$ cat src/rtl/keccak_obi_xfer_master.sv
// OBI initiator that copies a block of 32-bit words from src to dst, one
// read then one write per word, with a single outstanding transaction.
module keccak_obi_xfer_master #(
   parameter int unsigned ADDR_W = 32,
   parameter int unsigned DATA_W = 32,
   parameter int unsigned LEN_W  = 8
) (
   input  logic              clk_i,
   input  logic              rst_i,
   input  logic              start_i,
   input  logic [ADDR_W-1:0] src_addr_i,
   input  logic [ADDR_W-1:0] dst_addr_i,
   input  logic [LEN_W-1:0]  len_i,
   output logic              busy_o,
   output logic              done_o,
   output logic              err_o,
   output logic              obi_req_o,
   input  logic              obi_gnt_i,
   output logic [ADDR_W-1:0] obi_addr_o,
   output logic              obi_we_o,
   output logic [3:0]        obi_be_o,
   output logic [DATA_W-1:0] obi_wdata_o,
   input  logic              obi_rvalid_i,
   input  logic [DATA_W-1:0] obi_rdata_i
);

   typedef enum logic [2:0] {
      IDLE,
      RD_REQ,
      RD_WAIT,
      WR_REQ,
      WR_WAIT,
      DONE
   } state_t;

   state_t            state;
   logic [ADDR_W-1:0] src;
   logic [ADDR_W-1:0] dst;
   logic [LEN_W-1:0]  len;
   logic [LEN_W-1:0]  cnt;

   logic [LEN_W-1:0]  cnt_inc;
   logic [ADDR_W-1:0] rd_next_addr;
   logic [ADDR_W-1:0] wr_addr;
   logic              misaligned;

   // Word offsets wrap modulo 2^ADDR_W by construction of the adders.
   assign cnt_inc      = cnt + LEN_W'(1);
   assign rd_next_addr = src + (ADDR_W'(cnt_inc) << 2);
   assign wr_addr      = dst + (ADDR_W'(cnt) << 2);
   assign misaligned   = (src_addr_i[1:0] != 2'b00) || (dst_addr_i[1:0] != 2'b00);

   assign obi_be_o = 4'hF;

   // obi_wdata_o doubles as the read/write holding register.
   always_ff @(posedge clk_i) begin
      if (rst_i) begin
         state       <= IDLE;
         src         <= '0;
         dst         <= '0;
         len         <= '0;
         cnt         <= '0;
         busy_o      <= 1'b0;
         done_o      <= 1'b0;
         err_o       <= 1'b0;
         obi_req_o   <= 1'b0;
         obi_we_o    <= 1'b0;
         obi_addr_o  <= '0;
         obi_wdata_o <= '0;
      end else begin
         done_o <= 1'b0;
         case (state)
            IDLE: begin
               if (start_i) begin
                  if (misaligned) begin
                     state  <= DONE;
                     done_o <= 1'b1;
                     err_o  <= 1'b1;
                  end else if (len_i == '0) begin
                     state  <= DONE;
                     done_o <= 1'b1;
                     err_o  <= 1'b0;
                  end else begin
                     state      <= RD_REQ;
                     src        <= src_addr_i;
                     dst        <= dst_addr_i;
                     len        <= len_i;
                     cnt        <= '0;
                     err_o      <= 1'b0;
                     busy_o     <= 1'b1;
                     obi_req_o  <= 1'b1;
                     obi_we_o   <= 1'b0;
                     obi_addr_o <= src_addr_i;
                  end
               end
            end
            RD_REQ: begin
               if (obi_gnt_i) begin
                  state     <= RD_WAIT;
                  obi_req_o <= 1'b0;
               end
            end
            RD_WAIT: begin
               if (obi_rvalid_i) begin
                  state       <= WR_REQ;
                  obi_wdata_o <= obi_rdata_i;
                  obi_req_o   <= 1'b1;
                  obi_we_o    <= 1'b1;
                  obi_addr_o  <= wr_addr;
               end
            end
            WR_REQ: begin
               if (obi_gnt_i) begin
                  state     <= WR_WAIT;
                  obi_req_o <= 1'b0;
                  obi_we_o  <= 1'b0;
               end
            end
            WR_WAIT: begin
               if (obi_rvalid_i) begin
                  cnt <= cnt_inc;
                  if (cnt_inc == len) begin
                     state  <= DONE;
                     done_o <= 1'b1;
                     busy_o <= 1'b0;
                  end else begin
                     state      <= RD_REQ;
                     obi_req_o  <= 1'b1;
                     obi_addr_o <= rd_next_addr;
                  end
               end
            end
            DONE: begin
               state <= IDLE;
            end
            default: begin
               state <= IDLE;
            end
         endcase
      end
   end

endmodule

$ cat config.mk
export PLATFORM = sky130hd
export DESIGN_NAME = keccak_obi_xfer_master
export DESIGN_NICKNAME = d
export VERILOG_FILES = /design/src/rtl/keccak_obi_xfer_master.sv
export SDC_FILE = /design/constraint.sdc
export NUM_CORES = 1
export LEC_CHECK = 0
export ABC_AREA = 1
export BUFFER_PORTS_ARGS = -buffer_cell sky130_fd_sc_hd__buf_4
export CAP_MARGIN = 5
export CORE_ASPECT_RATIO = 1.2
export CORE_MARGIN = 4
export CORE_UTILIZATION = 51
export DETAILED_ROUTE_END_ITERATION = 12
export PLACE_DENSITY = 0.75
export SLEW_MARGIN = 20
export SYNTH_ARGS = -nofsm -noshare
export SYNTH_HDL_FRONTEND = slang
export SYNTH_SLANG_ARGS = --single-unit
$ cat constraint.sdc
create_clock -name clk_i -period 3.2 [get_ports clk_i]
set_input_delay 0.64 -clock clk_i [delete_from_list [all_inputs] [get_ports clk_i]]
set_output_delay 0.64 -clock clk_i [all_outputs]
set_load 0.03 [all_outputs]
# Word level (Yosys, flattened, before mapping)
# Cells that the tools add are included.
[totals]
word_cells = 94
in_bits = 109
register_bits = 152
out_inout_bits = 73
[op_classes]
bitwise = 2
reduce_logical = 19
mux = 43
n_eq_ne = 15
addsub = 3
[ops]
columns = ["op", "count"]
rows = [
  ["two-way mux 32 bit", 6],
  ["one-hot mux 32 bit (3 select lines)", 1],
  ["adder 32 x 10 -> 32 bit", 2],
  ["two-way mux 8 bit", 4],
  ["two-way mux 3 bit", 8],
  ["two-way mux 1 bit", 18],
  ["!= test 2 bit, second input constant", 9],
  ["one-hot mux 8 bit (2 select lines)", 1],
  ["one-hot mux 3 bit (5 select lines)", 1],
  ["AND reduction 6 bit", 2],
  ["AND reduction 5 bit", 2],
  ["adder 8 x 1 -> 8 bit, second input constant", 1],
  ["equality test 8 bit", 1],
  ["zero test 8 bit", 1],
  ["AND reduction 8 bit", 1],
  ["AND reduction 7 bit", 1],
  ["equality test 3 x 2 -> 1 bit, second input constant", 2],
  ["nonzero test 2 bit", 3],
  ["nonzero test 3 bit", 2],
  ["one-hot mux 1 bit (2 select lines)", 2],
  ["one-hot mux 1 bit (4 select lines)", 1],
  ["AND reduction 2 bit", 2],
  ["AND reduction 4 bit", 1],
  ["nonzero test 4 bit", 1],
  ["8 further kinds", 9],
]

# Depth between registers and ports, before layout
# Gate-level depths: netlist of run 1.
[depth]
word_depth = 5
depth_mapped = 19
mapped_depth_nobuf = 19

# Least setup slack after synthesis of run 1
# Ideal clock, no wire load.
[synth_timing]
path_kind = "flip-flop to flip-flop"
from = "register cnt[0]"
to = "register obi_addr_o[31]"
period_less_slack_ns = 2.395
setup_time_ns = 0.111
slack_ns = 0.805
path_stages_with_launch = 20
required_time_ns = 3.089
t_arrival_ns = 2.283
n_path_buf = 0
cell_sequence = "dfxtp_1 > ha_1 > nand2_1 > nor2_1 > nand2_1 > nand2_1 > nand2_1 > ha_1 > nand2_1 > nand2_1 > a21oi_1 > inv_1 > nand2_1 > nand2_1 > nand2_1 > nand2_1 > nand3_1 > nand3_1 > nor2_1 > nor2_1"
[synth_via]
elab_chain_len = 5
word_cells_on_any_way = 10
cone_classes = "add/sub (3); eq/ne (2); mux (4); reduce/logical (1)"
[synth_lines]
columns = ["item", "line", "text"]
rows = [
  ["start, declared", "40", "logic [LEN_W-1:0] cnt;"],
  ["start signal, assigned", "121", "cnt <= cnt_inc;"],
  ["adder 8 x 1 -> 8 bit", "48", "assign cnt_inc = cnt + LEN_W'(1);"],
  ["adder 32 x 10 -> 32 bit", "49", "assign rd_next_addr = src + (ADDR_W'(cnt_inc) << 2);"],
  ["two-way mux 32 bit", "122", "if (cnt_inc == len) begin"],
  ["two-way mux 32 bit", "120", "if (obi_rvalid_i) begin"],
  ["one-hot mux 32 bit (3 select lines)", "72", "case (state)"],
  ["end signal, assigned", "93", "obi_addr_o <= src_addr_i;"],
  ["end signal, assigned", "109", "obi_addr_o <= wr_addr;"],
  ["end signal, assigned", "129", "obi_addr_o <= rd_next_addr;"],
  ["end, declared", "19", "output logic [ADDR_W-1:0] obi_addr_o,"],
]
# Parallel ways exist; a longest one is shown, timed or not. The select of a mux whose other input is x is not followed.
# A chain may end at the register's enable or synchronous reset.

# Final worst setup path of run 1
[layout_timing]
from = "register cnt[0]"
to = "register obi_addr_o[19]"
# The elaborated chain is that of the path after synthesis.

==> results_dict.tcl, run 1 <==
set metrics [dict create \
    ys_top_cells_by_area "sky130_fd_sc_hd__dfxtp_1, sky130_fd_sc_hd__nand2_1, sky130_fd_sc_hd__nand3_1, sky130_fd_sc_hd__nor2_1, sky130_fd_sc_hd__a21oi_1" \
    yosys.cell_count.top_type "sky130_fd_sc_hd__nand2_1" \
    asyncSetResetFlopFracSynth_pct 0 \
    path_cells "ha_1 -> nand2_1 -> nor2_1 -> nand2_1 -> nand2_1 -> nand2_1 -> ha_1 -> nand2_1 -> nand2_1 -> a21oi_1 -> inv_1 -> nand2_1 -> nand2_1 -> nand2_1 -> nand2_1 -> nand3_1 -> nand2_1 -> nor2_1 -> nor2_1" \
    first_global_vias 9352 \
    row_count 52 \
    post-synth-top-area-cell "sky130_fd_sc_hd__dfxtp_1" \
    timing.slew.headroom_pct 54.6 \
    leakagePower_nw 5.16 \
    timing.clock.skew_ns 0.0119 \
    critical_path_depth 19 \
    cts_tree "built" \
    syn_avg_cell_area_um2 6.12 \
    net_switching_share_of_the_total_power_pct 42.5 \
    setup.worst_path.class "reg2reg" \
    cts.htree.levels 4 \
    setup_bufs_post_cts 0 \
    timing.fmax_mhz 347 \
    cellInternalPower_w 0.00451 \
    routabilityCongestion 0.963 \
    timing.critical_path.slowest_stage_cell "sky130_fd_sc_hd__dfxtp_1" \
    cap_viol_max_count 0 \
    multi_input_comb_area_um2 4930 \
    worstRegToRegCells 19 \
    p_per_area_nw_per_um2 714 \
    period_utilisation_layout_pct 90.0 \
    cts_inserted_buffers 17 \
    chipHeight_um 153 \
    crit_path_start_kind "register" \
    setup_total_negative_slack_ns 0 \
    postRouteWirelength_um 28300 \
    worstSetupEndpointType "register" \
    synth-seq-cells 152 \
    die_width_um 129 \
    rsz0062_at_grt "false" \
    synth.top_cells.by_count "sky130_fd_sc_hd__nand2_1, sky130_fd_sc_hd__nand3_1, sky130_fd_sc_hd__nor2_1" \
    area_occupied_by_registers_um2 3040 \
    vias_per_cell 5.36 \
    clock_insertion_delay_worst_skew_ns 0.44 \
    fill_cells 1660 \
    layout-drive-gt1-share_pct 15.6 \
    detailed_router_iteration_count_before_antenna_repair 5 \
    post-synth-top-area-fraction_pct 34.1 \
    ys_types 36 \
    tightest_slew_ns 0.680 \
    netlist_area_um2 8910 \
    max-vdd-ir-drop_mv 0.538 \
    n_antenna_cell 0 \
    grt_first_pass_wirelength_um 45700 \
    share_clk_of_total_power_pct 26.9 \
    tritoncts_num_sinks 152 \
    die_outline_area_um2 19700 \
    timing.critical_path.fanout_max 8 \
    timing.critical_path.max_delay_family "simple AND/OR/NAND/NOR gates" \
    initial_antenna_violation_count 0 \
    flow.area_growth_from_synthesis_pct 23.2 \
    run_status "finished, final reports clean" \
    synth-seq-area-share_pct 34.1 \
    grt.overflow.total 0 \
    layout_setup_ws_ns 0.319 \
    dp_hpwl_um 21300 \
    sequentialPowerShare_pct 30.6 \
    finalWorstPathRequiredPeriod_ns 2.88 \
    worst_hold_path_cell_count 3 \
    worst_ep_arrival_time_ns 3.22 \
    power_share_of_the_combinational_group_pct 42.5 \
    clock_tree.buffer_depth 2 \
    global_route_usage_over_all_layers_pct 28.7 \
    drt-initial-drc-count 795 \
    switchingPower_w 0.00333 \
    pin_count 182 \
    cts.clk_slew.worst_paths_ns 0.07 \
    nets 1739 \
    core_area_um2 17000 \
    final-max-slew-violation-count 0 \
    worst-endpoint-required_ns 3.54 \
    num_vias 9847 \
    clock-root-buffer "sky130_fd_sc_hd__clkbuf_16" \
    warning_count_from_the_yosys_run 0 \
    initial_standard_cell_utilization_of_the_core_pct 52.3 \
    cpPeakStageDelay_ns 0.48 \
    final-setup-viol-count 0 \
    wire_per_inst_um 15.4 \
    critical_path.n_buffers_inverters 1 \
    ant_nets 0 \
    ys.flop_type "sky130_fd_sc_hd__dfxtp_1" \
    final-hold-violation-count 0 \
    crit_path_frequent_cell "sky130_fd_sc_hd__nand2_1" \
    synth_enable_flop_cells 0 \
    place_worst_setup_slack_ns 0.395 \
    place.port_buffers 177 \
    min-delay-path-class "in2reg" \
    route.detailed.drc 0 \
    grt_max_degree 74 \
    netlist_instances 1456 \
]
-- area by class of cell --
type	count	area share, %
Clock buffer	18	3.91
Clock inverter	14	1.62
Inverter	174	5.98
Multi-Input combinational cell	1069	44.8
Sequential cell	152	27.7
Tap cell	216	2.46
Timing Repair Buffer	194	13.5
-- registers in the layout, indices dropped and copies added (netlist names) --
signal       flops
obi_we_o         1
dst             32
done_o           1
cnt              8
state            3
err_o            1
obi_wdata_o     32
obi_addr_o      32
len              8
src             32
busy_o           1
obi_req_o        1
-- worst reg2reg max path, cell delays in order (launching register included) --
cell and delay, ns:
sky130_fd_sc_hd__dfxtp_1 0.48, sky130_fd_sc_hd__ha_1 0.24, sky130_fd_sc_hd__nand2_1 0.09, sky130_fd_sc_hd__nor2_1 0.18, sky130_fd_sc_hd__nand2_1 0.10, sky130_fd_sc_hd__nand2_1 0.08
sky130_fd_sc_hd__nand2_1 0.09, sky130_fd_sc_hd__ha_1 0.34, sky130_fd_sc_hd__nand2_1 0.09, sky130_fd_sc_hd__nand2_1 0.09, sky130_fd_sc_hd__a21oi_1 0.25, sky130_fd_sc_hd__inv_1 0.09
sky130_fd_sc_hd__nand2_1 0.09, sky130_fd_sc_hd__nand2_1 0.17, sky130_fd_sc_hd__nand2_1 0.11, sky130_fd_sc_hd__nand2_1 0.05, sky130_fd_sc_hd__nand3_1 0.07, sky130_fd_sc_hd__nand2_1 0.05
sky130_fd_sc_hd__nor2_1 0.10, sky130_fd_sc_hd__nor2_1 0.04
-- final timing paths --
check                                     end  slack, ns                 from
hold / removal            dst[4]$_SDFFE_PP0P_       0.43        dst_addr_i[4]
hold reg to reg           src[0]$_SDFFE_PP0P_       0.46  src[0]$_SDFFE_PP0P_
setup / recovery  obi_addr_o[19]$_SDFFE_PP0P_       0.32  cnt[0]$_SDFFE_PP0P_
setup reg to reg  obi_addr_o[19]$_SDFFE_PP0P_       0.32  cnt[0]$_SDFFE_PP0P_
-- routing by layer --
layer  GRT usage, %  share of wire (%)  vias up
met5              0                  0        -
met4           13.1                4.1        0
met3           4.78                5.3       68
met2           51.1                 51      326
met1           33.0                 39     4453
li1               -                  -     5000
-- stage by stage --
stage	std cells	area (um2)	hold WS, ns	total power (W)	util [%]
after floorplan	1459	8920	0.418	0.00477	-
after global placement	1805	10400	0.428	0.00573	60.9
after detailed placement	1805	10400	0.442	0.00577	60.9
after CTS	1837	11000	0.426	0.00787	64.4
after global routing	1837	11000	0.434	0.00835	64.4
final	1837	11000	0.427	0.00784	64.4
-- cell usage in the layout (no fill, tap or decap), types with 4 or more instances in the layout --
cell type / netlist / layout
sky130_fd_sc_hd__a211oi_1: 8 / 8
sky130_fd_sc_hd__a21oi_1: 128 / 128
sky130_fd_sc_hd__buf_4: 5 / 192
sky130_fd_sc_hd__clkbuf_16: 0 / 17
sky130_fd_sc_hd__conb_1: 1 / 4
sky130_fd_sc_hd__dfxtp_1: 152 / 152
sky130_fd_sc_hd__ha_1: 20 / 20
sky130_fd_sc_hd__inv_1: 163 / 163
sky130_fd_sc_hd__inv_2: 9 / 9
sky130_fd_sc_hd__inv_6: 0 / 5
sky130_fd_sc_hd__inv_8: 0 / 5
sky130_fd_sc_hd__nand2_1: 402 / 401
sky130_fd_sc_hd__nand2_2: 3 / 4
sky130_fd_sc_hd__nand3_1: 187 / 187
sky130_fd_sc_hd__nand4_1: 14 / 14
sky130_fd_sc_hd__nor2_1: 171 / 170
sky130_fd_sc_hd__nor2_2: 4 / 5
sky130_fd_sc_hd__nor3_1: 19 / 19
sky130_fd_sc_hd__o21ai_0: 87 / 87
-- power by group through the flow --
| stage | Sequential [W] | Combinational, W | Clock [W] |
|---|---|---|---|
| final | 0.00240 | 0.00333 | 0.00211 |
| after floorplan | 0.00279 | 0.00198 | 0 |
| after global routing | 0.00243 | 0.00370 | 0.00222 |
| after global placement | 0.00243 | 0.00330 | 0 |
| after CTS | 0.00240 | 0.00334 | 0.00212 |
| after detailed placement | 0.00243 | 0.00333 | 0 |
-- timing repair --
action / CTS / global route
endpoints found under the setup margin: 0 / 2
hold buffers: 0 / 0
resized for setup: 0 / 1
-- cell families (layout without fill, tap and decap cells) --
logic type	count (synthesis)	after routing	share of synthesized area, %
AOI/OAI and AO/OA	232	232	13.5
xor gates and xnor gates	2	2	0.197
adders and majority gates	22	22	3.26
buffers and inverters	238	400	10.8
DFF	152	152	34.1
other	1	4	0.0421
and+or+nand+nor	809	809	38.0
Note: power is estimated with default switching activity, not from simulation.
==> run 2, diff against run 1 <==
--- a/config.mk
+++ b/config.mk
@@ -9,7 +9,7 @@
 export BUFFER_PORTS_ARGS = -buffer_cell sky130_fd_sc_hd__buf_4
 export CAP_MARGIN = 5
 export CORE_ASPECT_RATIO = 1.2
-export CORE_MARGIN = 4
+export CORE_MARGIN = 2
 export CORE_UTILIZATION = 51
 export DETAILED_ROUTE_END_ITERATION = 12
 export PLACE_DENSITY = 0.75
==> results_dict.tcl, run 2 (same netlist as run 1, synthesis figures left out) <==
set metrics [dict create \
    cts_resized 0 \
    cts.htree.levels 4 \
    path_cells "ha_1 -> nand2_1 -> nor2_1 -> nand2_1 -> nand2_1 -> nand2_1 -> ha_1 -> nand2_1 -> nand2_1 -> a21oi_1 -> inv_1 -> nand2_1 -> nand2_1 -> nand2_1 -> nand2_1 -> nand3_1 -> nand2_1 -> nor2_1 -> nor2_1" \
    clock-root-buffer "sky130_fd_sc_hd__clkbuf_16" \
    max-vdd-ir-drop_mv 0.447 \
    timing.fmax_mhz 355 \
    finalWorstPathRequiredPeriod_ns 2.81 \
    layout-drive-gt1-share_pct 15.7 \
    global_route_usage_over_all_layers_pct 30.1 \
    setup.worst_path.class "reg2reg" \
    tightest_slew_ns 1.03 \
    drt-initial-drc-count 695 \
    switchingPower_w 0.00332 \
    critical_path.n_buffers_inverters 1 \
    chipHeight_um 149 \
    cts_tree "built" \
    row_count 52 \
    setup_bufs_post_cts 0 \
    layout_setup_ws_ns 0.386 \
    num_vias 9845 \
    cap_viol_max_count 0 \
    grt_first_pass_wirelength_um 45200 \
    die_outline_area_um2 18600 \
    timing.clock.skew_ns 0.0104 \
    net_switching_share_of_the_total_power_pct 43.2 \
    clock_tree.buffer_depth 2 \
    crit_path_frequent_cell "sky130_fd_sc_hd__nand2_1" \
    grt_max_degree 72 \
    place.port_buffers 177 \
    nets 1739 \
    finalInstanceArea_um2 10900 \
    p_total_w 0.00770 \
    final-setup-viol-count 0 \
    rrSetupSlack_ns 0.39 \
    routabilityCongestion 0.949 \
    final-hold-violation-count 0 \
    cpPeakStageDelay_ns 0.41 \
    min-delay-path-class "in2reg" \
    worstSetupEndpointType "register" \
    layout_common_cells "sky130_fd_sc_hd__nand2_1, sky130_fd_sc_hd__buf_4, sky130_fd_sc_hd__nand3_1, sky130_fd_sc_hd__nor2_1, sky130_fd_sc_hd__inv_1" \
    power_share_of_the_combinational_group_pct 43.4 \
    postRouteWirelength_um 27900 \
    die_width_um 125 \
    share_clk_of_total_power_pct 25.5 \
    detailed_router_iteration_count_before_antenna_repair 5 \
    p_per_area_nw_per_um2 704 \
    rsz0062_at_grt "false" \
    place_worst_setup_slack_ns 0.352 \
    first_global_vias 9428 \
    cts.hold.buffers_added 0 \
    route.detailed.drc 0 \
    placed_cell_area_um2 10400 \
    ant_nets 0 \
    timing.critical_path.fanout_max 7 \
    worst-endpoint-required_ns 3.53 \
    pin_count 182 \
    final_common_cell "sky130_fd_sc_hd__nand2_1" \
    core_area_um2 17000 \
    cts_inserted_buffers 17 \
    grt.overflow.total 0 \
    cts.clk_slew.worst_paths_ns 0.07 \
    vias_per_cell 5.36 \
    tritoncts_num_sinks 152 \
    clock_insertion_delay_worst_skew_ns 0.43 \
    dp_hpwl_um 21100 \
    wire_per_inst_um 15.2 \
    cellInternalPower_w 0.00437 \
    flow.area_growth_from_synthesis_pct 22.6 \
    sequentialPowerShare_pct 31.1 \
    setup_total_negative_slack_ns 0 \
    period_utilisation_layout_pct 87.9 \
    initial_antenna_violation_count 0 \
    crit_path_start_kind "register" \
    worst_ep_arrival_time_ns 3.15 \
    initial_standard_cell_utilization_of_the_core_pct 52.5 \
    timing.critical_path.slowest_stage_cell "sky130_fd_sc_hd__dfxtp_1" \
    run_status "finished, final reports clean" \
    timing.slew.headroom_pct 31.5 \
    timing.critical_path.max_delay_family "simple AND/OR/NAND/NOR gates" \
    final-max-slew-violation-count 0 \
    leakagePower_nw 5.14 \
    n_antenna_cell 0 \
]
## run 2: area by class of cell
cell class | count | area (um2)
clock inverters | 14 | 125
multi-input cells | 1069 | 4930
flip-flops and latches | 152 | 3040
clock buffers | 18 | 439
inverters | 174 | 657
well taps | 216 | 270
repair buffers | 194 | 1470
fillers | 1659 | 6050
## run 2: final timing paths
check / start / end / depth (start not counted)
setup / recovery: cnt[1]$_SDFFE_PP0P_ / obi_addr_o[19]$_SDFFE_PP0P_ / 19
hold / removal: dst_addr_i[4] / dst[4]$_SDFFE_PP0P_ / 3
setup reg to reg: cnt[1]$_SDFFE_PP0P_ / obi_addr_o[19]$_SDFFE_PP0P_ / 19
hold reg to reg: src[0]$_SDFFE_PP0P_ / src[0]$_SDFFE_PP0P_ / 2
## run 2: through the flow
step,util (%),hold slack (ns),std cells
CTS,64.3,0.422,1837
finish,64.4,0.431,1837
detailed placement,61.0,0.430,1805
floorplan,-,0.418,1459
global placement,61.0,0.429,1805
global route,64.4,0.424,1837
## run 2: power groups by stage
stage	sequential (W)	combinational, W	clock, W
after floorplan	0.00279	0.00198	0
after CTS	0.00239	0.00334	0.00198
after global placement	0.00243	0.00330	0
final	0.00240	0.00334	0.00196
after global routing	0.00243	0.00369	0.00208
after detailed placement	0.00243	0.00334	0
## run 2: tightest hold or removal path: stages
cell	delay [ns]
sky130_fd_sc_hd__buf_4	0.08
sky130_fd_sc_hd__nor2_1	0.03
sky130_fd_sc_hd__nor2_1	0.08
## run 2: layer usage
layer  vias up  part of all wire, %  wire length, um  global-route usage (%)
li1       4990                    -                -                       -
met1      4453                   40            11200                    34.6
met2       331                   50            13800                    53.5
met3        71                  4.9             1360                    4.48
met4         0                  5.2             1460                    17.0
met5         -                    0                0                       0
==> run 3, diff against run 2 <==
--- a/config.mk
+++ b/config.mk
@@ -12,7 +12,8 @@
 export CORE_MARGIN = 2
 export CORE_UTILIZATION = 51
 export DETAILED_ROUTE_END_ITERATION = 12
-export PLACE_DENSITY = 0.75
+export PLACE_DENSITY = 0.79
+export SETUP_SLACK_MARGIN = 0.3
 export SLEW_MARGIN = 20
 export SYNTH_ARGS = -nofsm -noshare
 export SYNTH_HDL_FRONTEND = slang
==> results_dict.tcl, run 3 (same netlist as run 1, synthesis figures left out) <==
set metrics [dict create \
    run_status "finished, final reports clean" \
    layout_common_cells "sky130_fd_sc_hd__nand2_1, sky130_fd_sc_hd__buf_4, sky130_fd_sc_hd__nand3_1, sky130_fd_sc_hd__nor2_1, sky130_fd_sc_hd__inv_1" \
    cts_resized 0 \
    chipHeight_um 149 \
    postRouteWirelength_um 28000 \
    leakagePower_nw 5.15 \
    cts.hold.buffers_added 0 \
    n_antenna_cell 0 \
    dp_hpwl_um 20900 \
    global_route_usage_over_all_layers_pct 30.4 \
    final-setup-viol-count 0 \
    worstRegToRegCells 15 \
    tritoncts_num_sinks 152 \
    timing.fmax_mhz 377 \
    reg2reg_from "cnt[2]$_SDFFE_PP0P_" \
    timing.clock.skew_ns 0.00997 \
    initial_antenna_violation_count 0 \
    hold-path-endpoint "dst[5]$_SDFFE_PP0P_" \
    rrSetupSlack_ns 0.55 \
    setup.worst_path.class "reg2reg" \
    place.port_buffers 177 \
    first_global_vias 9503 \
    flow.area_growth_from_synthesis_pct 23.5 \
    final_common_cell "sky130_fd_sc_hd__nand2_1" \
    grt_first_pass_wirelength_um 45500 \
    timing.critical_path.fanout_max 7 \
    worst_hold_path_cell_count 3 \
    clock_tree.buffer_depth 2 \
    detailed_router_iteration_count_before_antenna_repair 5 \
    clock_insertion_delay_worst_skew_ns 0.44 \
    finalWorstPathRequiredPeriod_ns 2.65 \
    worstSetupEndpointType "register" \
    worst-endpoint-required_ns 3.53 \
    final-max-slew-violation-count 0 \
    routabilityCongestion 0.967 \
    pin_count 182 \
    cts.htree.levels 4 \
    cts_tree "built" \
    tightest_slew_ns 0.719 \
    num_vias 9984 \
    max-vdd-ir-drop_mv 0.555 \
    min-delay-path-class "in2reg" \
    p_per_area_nw_per_um2 704 \
    vias_per_cell 5.44 \
    hold_path.startpoint "dst_addr_i[5]" \
    die_outline_area_um2 18600 \
    drt-initial-drc-count 753 \
    timing.slew.headroom_pct 52.1 \
    die_width_um 125 \
    crit_path_start_kind "register" \
    wire_per_inst_um 15.3 \
    core_area_um2 17000 \
    rsz0062_at_grt "false" \
    initial_standard_cell_utilization_of_the_core_pct 52.5 \
    p_total_w 0.00774 \
    clock-root-buffer "sky130_fd_sc_hd__clkbuf_16" \
    period_utilisation_layout_pct 82.9 \
    cap_viol_max_count 0 \
    setup_total_negative_slack_ns 0 \
    worst_ep_arrival_time_ns 2.99 \
    ant_nets 0 \
    grt_max_degree 73 \
    layout-drive-gt1-share_pct 16.4 \
    row_count 52 \
    grt.overflow.total 0 \
    reg2reg_to "obi_addr_o[18]$_SDFFE_PP0P_" \
    cts_inserted_buffers 17 \
    route.detailed.drc 0 \
    nets 1737 \
    cts.clk_slew.worst_paths_ns 0.07 \
    setup_bufs_post_cts 0 \
    final-hold-violation-count 0 \
]
[run 3: cell count changes in the layout (fill, tap and decap cells not counted), sizes merged]
| cell | previous run | this run |
|---|---|---|
| buf | 194 | 192 |
| bufinv | 0 | 1 |
| clkbuf | 18 | 17 |
| clkinv | 4 | 3 |
| clkinvlp | 0 | 2 |
| inv | 184 | 183 |
[run 3: final cells by class]
cell class	instances	area [um2]
fillers	1622	5980
clock buffers	17	425
multi-input cells	1069	4970
flip-flops and latches	152	3050
clock inverters	15	158
well taps	216	270
inverters	174	656
repair buffers	192	1480
[run 3: report_power, final]
part	internal [W]	switching [W]
logic	0.00113	0.00219
registers	0.00219	0.000209
clock network	0.00110	0.000926
[run 3: worst max path at each step]
stage,start,endpoint,slack (ns),depth (start not counted)
floorplan,cnt[0]$_SDFFE_PP0P_,obi_addr_o[31]$_SDFFE_PP0P_,0.81,19
global placement,cnt[0]$_SDFFE_PP0P_,obi_addr_o[15]$_SDFFE_PP0P_,0.42,18
detailed placement,cnt[0]$_SDFFE_PP0P_,obi_addr_o[24]$_SDFFE_PP0P_,0.36,16
CTS,cnt[0]$_SDFFE_PP0P_,obi_addr_o[24]$_SDFFE_PP0P_,0.30,16
global route,cnt[1]$_SDFFE_PP0P_,obi_addr_o[23]$_SDFFE_PP0P_,0.31,19
finish,cnt[2]$_SDFFE_PP0P_,obi_addr_o[18]$_SDFFE_PP0P_,0.55,15
[run 3: critical path, stage by stage (launching register included)]
cell	delay [ns]
sky130_fd_sc_hd__dfxtp_1	0.44
sky130_fd_sc_hd__nand2_1	0.12
sky130_fd_sc_hd__nor2_2	0.15
sky130_fd_sc_hd__nand2_1	0.09
sky130_fd_sc_hd__nand2_1	0.10
sky130_fd_sc_hd__inv_1	0.08
sky130_fd_sc_hd__ha_1	0.30
sky130_fd_sc_hd__nand2_1	0.07
sky130_fd_sc_hd__o21ai_0	0.36
sky130_fd_sc_hd__nand3_1	0.18
sky130_fd_sc_hd__nand2_2	0.21
sky130_fd_sc_hd__nand3_1	0.10
sky130_fd_sc_hd__nand3_1	0.11
sky130_fd_sc_hd__o21ai_0	0.09
sky130_fd_sc_hd__nor2_1	0.09
sky130_fd_sc_hd__nor2_1	0.04
[run 3: metal layers]
metal | GRT usage [%] | share of wire (%) | vias up
met2 | 54.2 | 50 | 383
li1 | - | - | 4979
met3 | 4.77 | 6.1 | 78
met1 | 35.2 | 39 | 4544
met4 | 15.8 | 4.8 | 0
met5 | 0 | 0 | -
[run 3: stage by stage]
| step | hold slack (ns) | setup WS, ns | cells | utilization, % | area, um2 |
|---|---|---|---|---|---|
| floorplan | 0.418 | 0.805 | 1459 | - | 8920 |
| global placement | 0.429 | 0.424 | 1803 | 61.1 | 10400 |
| finish | 0.430 | 0.549 | 1835 | 64.8 | 11000 |
| global route | 0.428 | 0.308 | 1835 | 64.8 | 11000 |
| detailed placement | 0.443 | 0.364 | 1803 | 61.1 | 10400 |
| CTS | 0.425 | 0.301 | 1835 | 64.5 | 11000 |
